<file path="src/rtl/wb_loader_pkg.sv">
// Shared types and byte-lane constants for the HPS download-to-SDRAM loader.
package wb_loader_pkg;

  typedef enum logic [2:0] {
    IDLE  = 3'd0,
    ERASE = 3'd1,
    LOAD  = 3'd2,
    FLUSH = 3'd3,
    DONE  = 3'd4
  } state_e;

  localparam logic [3:0] SEL_LO  = 4'b0011;
  localparam logic [3:0] SEL_HI  = 4'b1100;
  localparam logic [3:0] SEL_ALL = 4'b1111;

endpackage

</file>
<file path="src/rtl/wb_rom_loader.sv">
// Zero-fills a RAM region over Wishbone on download start, then writes streamed ioctl half-words.
// Optional build macro LOADER_CHECKSUM_EN enables the running sum on checksum_o.
//
// state | meaning
// IDLE  | bus released, waiting for rising dl_active
// ERASE | writing zero to every word of the region
// LOAD  | forwarding ioctl half-words (optionally packed) to the bus
// FLUSH | writing a leftover low half after the download ended
// DONE  | one-cycle completion pulse
module wb_rom_loader
  import wb_loader_pkg::*;
#(
  parameter int              ADDR_W      = 22,
  parameter logic [ADDR_W-1:0] BASE_WORD = 'h100000,
  parameter int              REGION_LOG2 = 20,
  parameter bit              PACK        = 1'b1
) (
  input  logic              clk_sys,
  input  logic              reset,
  input  logic              dl_active_i,
  input  logic              dl_wr_i,
  input  logic [24:0]       dl_addr_i,
  input  logic [15:0]       dl_data_i,
  output logic              dl_wait_o,
  output logic              wb_cyc_o,
  output logic              wb_stb_o,
  output logic              wb_we_o,
  output logic [3:0]        wb_sel_o,
  output logic [ADDR_W-1:0] wb_adr_o,
  output logic [31:0]       wb_dat_o,
  input  logic              wb_ack_i,
  output logic              own_bus_o,
  output logic              done_o,
  output logic [31:0]       checksum_o
);

  localparam logic [ADDR_W-1:0]      REGION_MASK = ADDR_W'((64'd1 << REGION_LOG2) - 64'd1);
  localparam logic [REGION_LOG2-1:0] CNT_ONE     = REGION_LOG2'(1);
  localparam logic [REGION_LOG2-1:0] CNT_LAST    = '1;

  state_e                 state_q, state_d;
  logic                   dl_active_q;
  logic                   stb_q, stb_d;
  logic                   wait_q, wait_d;
  logic [3:0]             sel_q, sel_d;
  logic [ADDR_W-1:0]      adr_q, adr_d;
  logic [31:0]            dat_q, dat_d;
  logic [REGION_LOG2-1:0] erase_cnt_q, erase_cnt_d;
  logic                   hold_v_q, hold_v_d;
  logic [15:0]            hold_q, hold_d;
  logic [ADDR_W-1:0]      hold_adr_q, hold_adr_d;
  logic                   pend_v_q, pend_v_d;
  logic [15:0]            pend_dat_q, pend_dat_d;
  logic [ADDR_W-1:0]      pend_adr_q, pend_adr_d;
  logic [ADDR_W-1:0]      load_word;
  logic                   accept_wr;
  logic                   unused_addr_bit0;

  // dl_addr bit 0 addresses a byte inside the half-word and has no meaning here
  assign unused_addr_bit0 = dl_addr_i[0];
  assign load_word = BASE_WORD + (ADDR_W'(dl_addr_i[24:2]) & REGION_MASK);
  assign accept_wr = (state_q == LOAD) && !stb_q && dl_wr_i;

  always_comb begin
    state_d     = state_q;
    stb_d       = stb_q;
    wait_d      = wait_q;
    sel_d       = sel_q;
    adr_d       = adr_q;
    dat_d       = dat_q;
    erase_cnt_d = erase_cnt_q;
    hold_v_d    = hold_v_q;
    hold_d      = hold_q;
    hold_adr_d  = hold_adr_q;
    pend_v_d    = pend_v_q;
    pend_dat_d  = pend_dat_q;
    pend_adr_d  = pend_adr_q;
    case (state_q)
      IDLE: begin
        stb_d  = 1'b0;
        wait_d = 1'b0;
        if (dl_active_i && !dl_active_q) begin
          state_d     = ERASE;
          stb_d       = 1'b1;
          wait_d      = 1'b1;
          sel_d       = SEL_ALL;
          dat_d       = 32'd0;
          adr_d       = BASE_WORD;
          erase_cnt_d = '0;
          hold_v_d    = 1'b0;
          pend_v_d    = 1'b0;
        end
      end
      ERASE: begin
        if (wb_ack_i) begin
          if (!dl_active_i || erase_cnt_q == CNT_LAST) begin
            state_d = dl_active_i ? LOAD : IDLE;
            stb_d   = 1'b0;
            wait_d  = 1'b0;
          end else begin
            erase_cnt_d = erase_cnt_q + CNT_ONE;
            adr_d       = BASE_WORD + ADDR_W'(erase_cnt_q + CNT_ONE);
          end
        end
      end
      LOAD: begin
        if (stb_q) begin
          if (wb_ack_i) begin
            // a mismatched high half waits behind the orphaned low half
            if (pend_v_q) begin
              adr_d    = pend_adr_q;
              dat_d    = {pend_dat_q, pend_dat_q};
              sel_d    = SEL_HI;
              pend_v_d = 1'b0;
            end else begin
              stb_d  = 1'b0;
              wait_d = 1'b0;
            end
          end
        end else if (dl_wr_i) begin
          if (!PACK) begin
            stb_d  = 1'b1;
            wait_d = 1'b1;
            adr_d  = load_word;
            dat_d  = {dl_data_i, dl_data_i};
            sel_d  = dl_addr_i[1] ? SEL_HI : SEL_LO;
          end else if (!dl_addr_i[1]) begin
            hold_v_d   = 1'b1;
            hold_d     = dl_data_i;
            hold_adr_d = load_word;
          end else if (hold_v_q && hold_adr_q == load_word) begin
            stb_d    = 1'b1;
            wait_d   = 1'b1;
            adr_d    = load_word;
            dat_d    = {dl_data_i, hold_q};
            sel_d    = SEL_ALL;
            hold_v_d = 1'b0;
          end else if (hold_v_q) begin
            stb_d      = 1'b1;
            wait_d     = 1'b1;
            adr_d      = hold_adr_q;
            dat_d      = {hold_q, hold_q};
            sel_d      = SEL_LO;
            hold_v_d   = 1'b0;
            pend_v_d   = 1'b1;
            pend_dat_d = dl_data_i;
            pend_adr_d = load_word;
          end else begin
            stb_d  = 1'b1;
            wait_d = 1'b1;
            adr_d  = load_word;
            dat_d  = {dl_data_i, dl_data_i};
            sel_d  = SEL_HI;
          end
        end else if (!dl_active_i) begin
          if (hold_v_q) begin
            state_d = FLUSH;
            stb_d   = 1'b1;
            wait_d  = 1'b1;
            adr_d   = hold_adr_q;
            dat_d   = {hold_q, hold_q};
            sel_d   = SEL_LO;
          end else begin
            state_d = DONE;
          end
        end
      end
      FLUSH: begin
        if (wb_ack_i) begin
          state_d  = DONE;
          stb_d    = 1'b0;
          wait_d   = 1'b0;
          hold_v_d = 1'b0;
        end
      end
      DONE: begin
        state_d = IDLE;
      end
      default: begin
        state_d = IDLE;
        stb_d   = 1'b0;
        wait_d  = 1'b0;
      end
    endcase
  end

  always_ff @(posedge clk_sys) begin
    if (reset) begin
      state_q     <= IDLE;
      dl_active_q <= 1'b0;
      stb_q       <= 1'b0;
      wait_q      <= 1'b0;
      sel_q       <= 4'd0;
      adr_q       <= '0;
      dat_q       <= 32'd0;
      erase_cnt_q <= '0;
      hold_v_q    <= 1'b0;
      hold_q      <= 16'd0;
      hold_adr_q  <= '0;
      pend_v_q    <= 1'b0;
      pend_dat_q  <= 16'd0;
      pend_adr_q  <= '0;
    end else begin
      state_q     <= state_d;
      dl_active_q <= dl_active_i;
      stb_q       <= stb_d;
      wait_q      <= wait_d;
      sel_q       <= sel_d;
      adr_q       <= adr_d;
      dat_q       <= dat_d;
      erase_cnt_q <= erase_cnt_d;
      hold_v_q    <= hold_v_d;
      hold_q      <= hold_d;
      hold_adr_q  <= hold_adr_d;
      pend_v_q    <= pend_v_d;
      pend_dat_q  <= pend_dat_d;
      pend_adr_q  <= pend_adr_d;
    end
  end

`ifdef LOADER_CHECKSUM_EN
  logic [31:0] checksum_q;

  always_ff @(posedge clk_sys) begin
    if (reset) begin
      checksum_q <= 32'd0;
    end else if (state_q == IDLE && state_d == ERASE) begin
      checksum_q <= 32'd0;
    end else if (accept_wr) begin
      checksum_q <= checksum_q + {16'd0, dl_data_i};
    end
  end

  assign checksum_o = checksum_q;
`else
  logic unused_accept_wr;

  assign unused_accept_wr = accept_wr;
  assign checksum_o       = 32'd0;
`endif

  assign dl_wait_o = wait_q;
  assign wb_cyc_o  = stb_q;
  assign wb_stb_o  = stb_q;
  assign own_bus_o = (state_q != IDLE);
  assign wb_we_o   = own_bus_o;
  assign wb_sel_o  = sel_q;
  assign wb_adr_o  = adr_q;
  assign wb_dat_o  = dat_q;
  assign done_o    = (state_q == DONE);

endmodule

</file>
<file path="config.mk">
export PLATFORM = sky130hd
export DESIGN_NAME = wb_rom_loader
export DESIGN_NICKNAME = d
export VERILOG_FILES = /design/src/rtl/wb_loader_pkg.sv /design/src/rtl/wb_rom_loader.sv
export SDC_FILE = /design/constraint.sdc
export NUM_CORES = 1
export LEC_CHECK = 0
export BUFFER_PORTS_ARGS = -buffer_cell sky130_fd_sc_hd__buf_2
export CAP_MARGIN = 30
export CORE_ASPECT_RATIO = 0.7
export CORE_UTILIZATION = 25
export CTS_CLUSTER_SIZE = 10
export DETAILED_ROUTE_END_ITERATION = 8
export PLACE_DENSITY = 0.53
export REMOVE_ABC_BUFFERS = 1
export SETUP_SLACK_MARGIN = 0.15
export SKIP_CTS_REPAIR_TIMING = 1
export SLEW_MARGIN = 20
export SYNTH_ARGS = -nofsm -noshare
export SYNTH_HDL_FRONTEND = slang
export SYNTH_SLANG_ARGS = --single-unit
</file>
<file path="constraint.sdc">
create_clock -name clk_sys -period 2.85 [get_ports clk_sys]
set_input_delay 0.1425 -clock clk_sys [delete_from_list [all_inputs] [get_ports clk_sys]]
set_output_delay 0.1425 -clock clk_sys [all_outputs]
set_load 0.03 [all_outputs]
</file>
Word level (Yosys, flattened, before mapping)
Index checks and enable logic that the tools add are counted.

word-level totals
  flip-flop bits (word level) = 162
  input bits = 46
  output and inout bits = 96
  logic and storage cells = 147

cells by class
  $add $sub $neg = 4
  eq/ne operators = 25
  multiplexer cells = 79
  bitwise gates (word level) = 4
  reductions and logical operators = 21

operators by type and width
  operator                                                          number
  32-bit 2-to-1 mux                                                 10
  22-bit 2-to-1 mux                                                 12
  22-bit case mux with 3 select lines                               1
  32-bit case mux with 2 select lines                               1
  20-bit 2-to-1 mux                                                 3
  4-bit 2-to-1 mux                                                  10
  20-bit case mux with 2 select lines                               1
  1-bit 2-to-1 mux                                                  26
  3-bit 2-to-1 mux                                                  8
  21-bit by 20-bit adder with 22-bit output (first input constant)  1
  21-bit by 21-bit adder with 22-bit output (first input constant)  1
  22-bit equality test                                              1
  20-bit by 1-bit adder with 21-bit output (second input constant)  1
  3-bit inequality test (second input constant)                     7
  7-bit AND reduction                                               3
  20-bit by 1-bit adder with 20-bit output (second input constant)  1
  20-bit equality test (second input constant)                      1
  2-bit inequality test (second input constant)                     9
  9-bit AND reduction                                               2
  4-bit inequality test (second input constant)                     3
  3-bit case mux with 4 select lines                                1
  4-bit AND reduction                                               3
  1-bit case mux with 5 select lines                                2
  3-bit nonzero test                                                3
  other kinds (15)                                                  22

Logic depth before layout (Yosys ltp)
  word-level depth = 8
  mapped depth = 10
  mapped depth without buffers = 7

Least setup slack after synthesis
Ideal clock, no wire load.

  kind = register to register
  from = reg erase_cnt_q[0]
  to = reg adr_q[18], in the netlist wb_adr_o[18]
  setup time = 122 ps
  data arrival time = 2092 ps
  data required time = 2728 ps
  slack = 636 ps
  stages on the path, launching flop included = 10
  buffers on the path = 3
  period minus slack after synthesis = 2214 ps
  cell sequence = dfxtp_1 ha_1 and3_1 clkbuf_1 and4_1 buf_4 and3_1 o31a_1 buf_2 a221o_1

on the way
  longest elaborated chain between the ends = 5
  elaborated cells between the ends (all ways) = 9
  classes of those cells = add/sub (2); eq/ne (2); mux (3); reduce/logical (2)

ends and longest elaborated chain
  what                                       line                  RTL
  start: declaration                         wb_rom_loader.sv:48   logic [REGION_LOG2-1:0] erase_cnt_q, erase_cnt_d;
  start signal: assignment                   wb_rom_loader.sv:211  erase_cnt_q <= erase_cnt_d;
  20-bit by 1-bit adder with 21-bit output   wb_rom_loader.sv:102  adr_d = BASE_WORD + ADDR_W'(erase_cnt_q + CNT_ONE);
  21-bit by 21-bit adder with 22-bit output  wb_rom_loader.sv:102
  22-bit 2-to-1 mux                          wb_rom_loader.sv:96   if (!dl_active_i || erase_cnt_q == CNT_LAST) begin
  22-bit 2-to-1 mux                          wb_rom_loader.sv:95   if (wb_ack_i) begin
  22-bit case mux with 3 select lines        wb_rom_loader.sv:78   case (state_q)
  end signal: assignment                     wb_rom_loader.sv:209  adr_q <= adr_d;
  end: declaration                           wb_rom_loader.sv:46   logic [ADDR_W-1:0] adr_q, adr_d;

Several ways; a longest one is shown, not always the timed one. The select of a mux whose other input is x is not followed.
A chain may end at the register's enable or synchronous reset.

Final worst setup path
  from = reg erase_cnt_q[0]
  to = reg wait_q, in the netlist dl_wait_o

on the way
  longest elaborated chain between the ends = 4

ends and longest elaborated chain
  what                             line                  RTL
  20-bit equality test             wb_rom_loader.sv:96
  1-bit logical OR                 wb_rom_loader.sv:96
  2-bit inequality test (no line)  --
  9-bit AND reduction (no line)    --
  end signal: assignment           wb_rom_loader.sv:207  wait_q <= wait_d;
  end: declaration                 wb_rom_loader.sv:44   logic wait_q, wait_d;

No other way between the ends.

==> reports/summary.txt <==
Status = complete, but fails checks
Failing checks = DRC, hold timing
Worst skew pair latency = 0.43 ns
Slew @ Worst Pin = 0.885 ns
Max incr delay on CP = 0.52 ns
CP Class = flip-flop to flip-flop
Fmax = 406 MHz
CP Max Fanout = 8
RSZ-0062 raised after global routing = false
Placer Congestion = 0.821
Worst setup EP type = flip-flop
Clock power frac = 35.3%
Post-synth ARST share = 0%
Starting density of the core = 25.5%
Max-slew violations = 0
Met2 Usage GRT = 22.3%
Switching power = 2.49 mW
Final hold violations = 2
Total Wirelength = 25900 µm
Final Hold Slack = -0.0111 ns
Dpl hpwl = 17500 µm
Synth area leader = dfxtp_1
Combinational share of power = 29.4%
Top_reg_cell synth = dfxtp_1
Crit-path slowest cell = a311oi_1
Grt ovf = 0
Final Instance Area = 9970 µm²
DRT Pass-1 Iters = 7
Critical Path Sink = dl_wait_o$_SDFFE_PP0P_
ANT nets after route = 0
Vias in the first global route = 6981
R2r setup slk = 0.39 ns
Worst-path clk slew = 0.07 ns
CTS tree = yes
FF+latch count, synth = 158
Worst path cell trace = ha_1 -> and3_1 -> and4_1 -> nand2_1 -> a311oi_1 -> a21oi_1 -> a311oi_1
PnR worst setup slack = 0.389 ns
Clk buf depth = 2
GRT met3 Usage = 3.52%
Register Area = 3160 µm²
Final net count = 1166
Root buf cell = clkbuf_16
H-tree levels = 4
Commonest non-fill, non-tap cell in the layout = nand2_1
Sw frac = 36.3%
R2r startpoint = erase_cnt_q[0]$_SDFFE_PP0P_
VDD IR max = 378 µV
Top cell type's share of synthesized area = 38.2%
Starting DRT DRC Count = 537
Placement Cell Area = 9150 µm²
Die area = 33900 µm²
HP Class = input pin to flip-flop
CTS Buf Count = 17
CP required = 3.19 ns
First-pass GRT wire length = 40100 µm
Pwr Density = 686 nW/µm²
ANT cells = 0
Share of cells above drive strength 1 = 19.5%
Synth-to-layout area growth = 20.4%
Setup violators final = 0
PortBufs = 105
CTS Sinks = 158
# DRC = 12
Internal power = 4.36 mW
EDFF count, synth = 0
Worst Setup SP = erase_cnt_q[0]$_SDFFE_PP0P_
Most numerous cell on the critical path = a311oi_1
Warnings from Yosys = 0
P_leak = 3.65 nW
Multi-input gate area = 4540 µm²
Clk_skew = 0.0172 ns
Period minus WS final = 2.46 ns
Worst slack, placed = 0.422 ns
Die width = 220 µm
Post-DR vias/cell = 4.82
GRT Total Usage = 15.3%
Site row count = 55
Sequential-to-total area share from yosys stat = 38.2%
Largest net degree at the start of global routing = 74
Register-to-Register Path Depth = 7
Die Ht = 154 µm
Critical Path AT = 2.80 ns
Final core occ = 30.7%
Vias = 7507
I/O pin total = 142
Commonest cells after routing, fill and taps aside = nand2_1 (188), dfxtp_1 (157), a21oi_1 (125), buf_2 (104), nor2_1 (72)
# fillers = 3456
GR Layer Usage met1 = 22.3%
Syn Area/Cell = 8.06 µm²
Crit path launch type = flip-flop
Initial antenna violation count = 1
Core area = 32500 µm²
Mapped cell area = 8280 µm²
RR Endpoint = dl_wait_o$_SDFFE_PP0P_
Drt wl/cell = 16.6 µm
Power share of the sequential group = 35.3%
Synth top area cells = dfxtp_1 (38%), nand2_1 (8.5%), a21oi_1 (7.6%), mux2i_1 (7.6%), buf_4 (3.8%)
Gr busiest metal = met2
Relative slew slack = 41.0%
Max cap viols = 0
Final worst path period share = 86.4%
Post-synth cell types = 60
Mapped Cells = 1027
==> per-layer routing <==
metal | share of wire (%) | vias up | wire (µm)
li1 | - | 3699 | -
met1 | 50 | 3587 | 12800
met2 | 43 | 194 | 11200
met3 | 6.1 | 25 | 1570
met4 | 1.3 | 2 | 339
met5 | 0.046 | - | 12
==> cells in the mapped netlist, types with 11 or more instances <==
cell type,n
or3_1,11
nor3_1,12
dfxtp_1,158
a22oi_1,11
clkbuf_1,47
nor2_1,73
nand2_1,188
inv_1,21
xor2_1,23
o2111ai_1,16
o211ai_1,11
a21oi_1,126
mux2i_1,63
xnor2_1,14
buf_4,42
a221o_1,16
buf_2,22
o21ai_0,22
nand3_1,13
or2_2,16
==> worst min-delay path by stage <==
stage | depth (start not counted) | startpoint | end | slack [ns]
after floorplan | 1 | reset | wb_dat_o[22]$_SDFFE_PP0P_ | 0.21
final | 3 | dl_data_i[7] | hold_q[7]$_SDFFE_PP0P_ | -0.01
after CTS | 3 | dl_data_i[1] | hold_q[1]$_SDFFE_PP0P_ | -0.04
after global routing | 3 | dl_data_i[15] | hold_q[15]$_SDFFE_PP0P_ | 0.0007
after global placement | 3 | dl_data_i[11] | hold_q[11]$_SDFFE_PP0P_ | 0.42
after detailed placement | 3 | dl_data_i[11] | hold_q[11]$_SDFFE_PP0P_ | 0.42
==> worst max-delay path, delay by kind of cell, from the launching register on <==
kind	cells	cell delay (ns)
AND/OR/NAND/NOR	3	0.78
AO/OA/AOI/OAI	3	0.91
flip-flops	1	0.42
adder cells (fa/ha/maj)	1	0.27
==> power groups by stage <==
| stage | clock network, mW | registers, mW | logic [mW] |
|---|---|---|---|
| finish | 2.41 | 2.42 | 2.01 |
| detailed placement | 0 | 2.47 | 1.98 |
| global route | 2.57 | 2.43 | 2.20 |
| global placement | 0 | 2.47 | 1.97 |
| floorplan | 0 | 2.64 | 1.01 |
| CTS | 2.48 | 2.42 | 1.99 |
==> flip-flops by register name, summed over array words and instances (netlist names) <==
name         cells
wb_sel_o         2
wb_cyc_o         1
dl_active_q      1
hold_q          16
hold_adr_q      21
hold_v_q         1
pend_dat_q      16
erase_cnt_q     20
wb_dat_o        32
dl_wait_o        1
pend_v_q         1
pend_adr_q      21
wb_adr_o        22
state_q          3
==> cell families after synthesis <==
group	synth area share, %
AND/OR/NAND/NOR	19.8
adder cells (fa/ha/maj)	0.151
other	0.0453
multiplexers	8.84
buffers and inverters	8.92
AO/OA/AOI/OAI	20.1
flip-flops	38.2
XOR/XNOR	3.91
==> through the flow <==
stage	power, mW	hold WS, ns	std cells	TNS (ns)
3_3_place_gp	4.43	0.417	1506	0
5_1_grt	7.20	0.000660	1558	0
3_5_place_dp	4.45	0.420	1506	0
2_1_floorplan	3.65	0.207	941	-180.78
4_1_cts	6.89	-0.0413	1537	0
6_report	6.84	-0.0111	1558	0
==> cell type report <==
class,instances,share of cell area [%]
Clock buffer,20,4.58
Clock inverter,11,1.58
Inverter,22,0.828
Multi-Input combinational cell,761,45.5
Sequential cell,158,31.7
Tap cell,427,5.36
Timing Repair Buffer,159,10.4
Power figures use the tool's default switching activity.
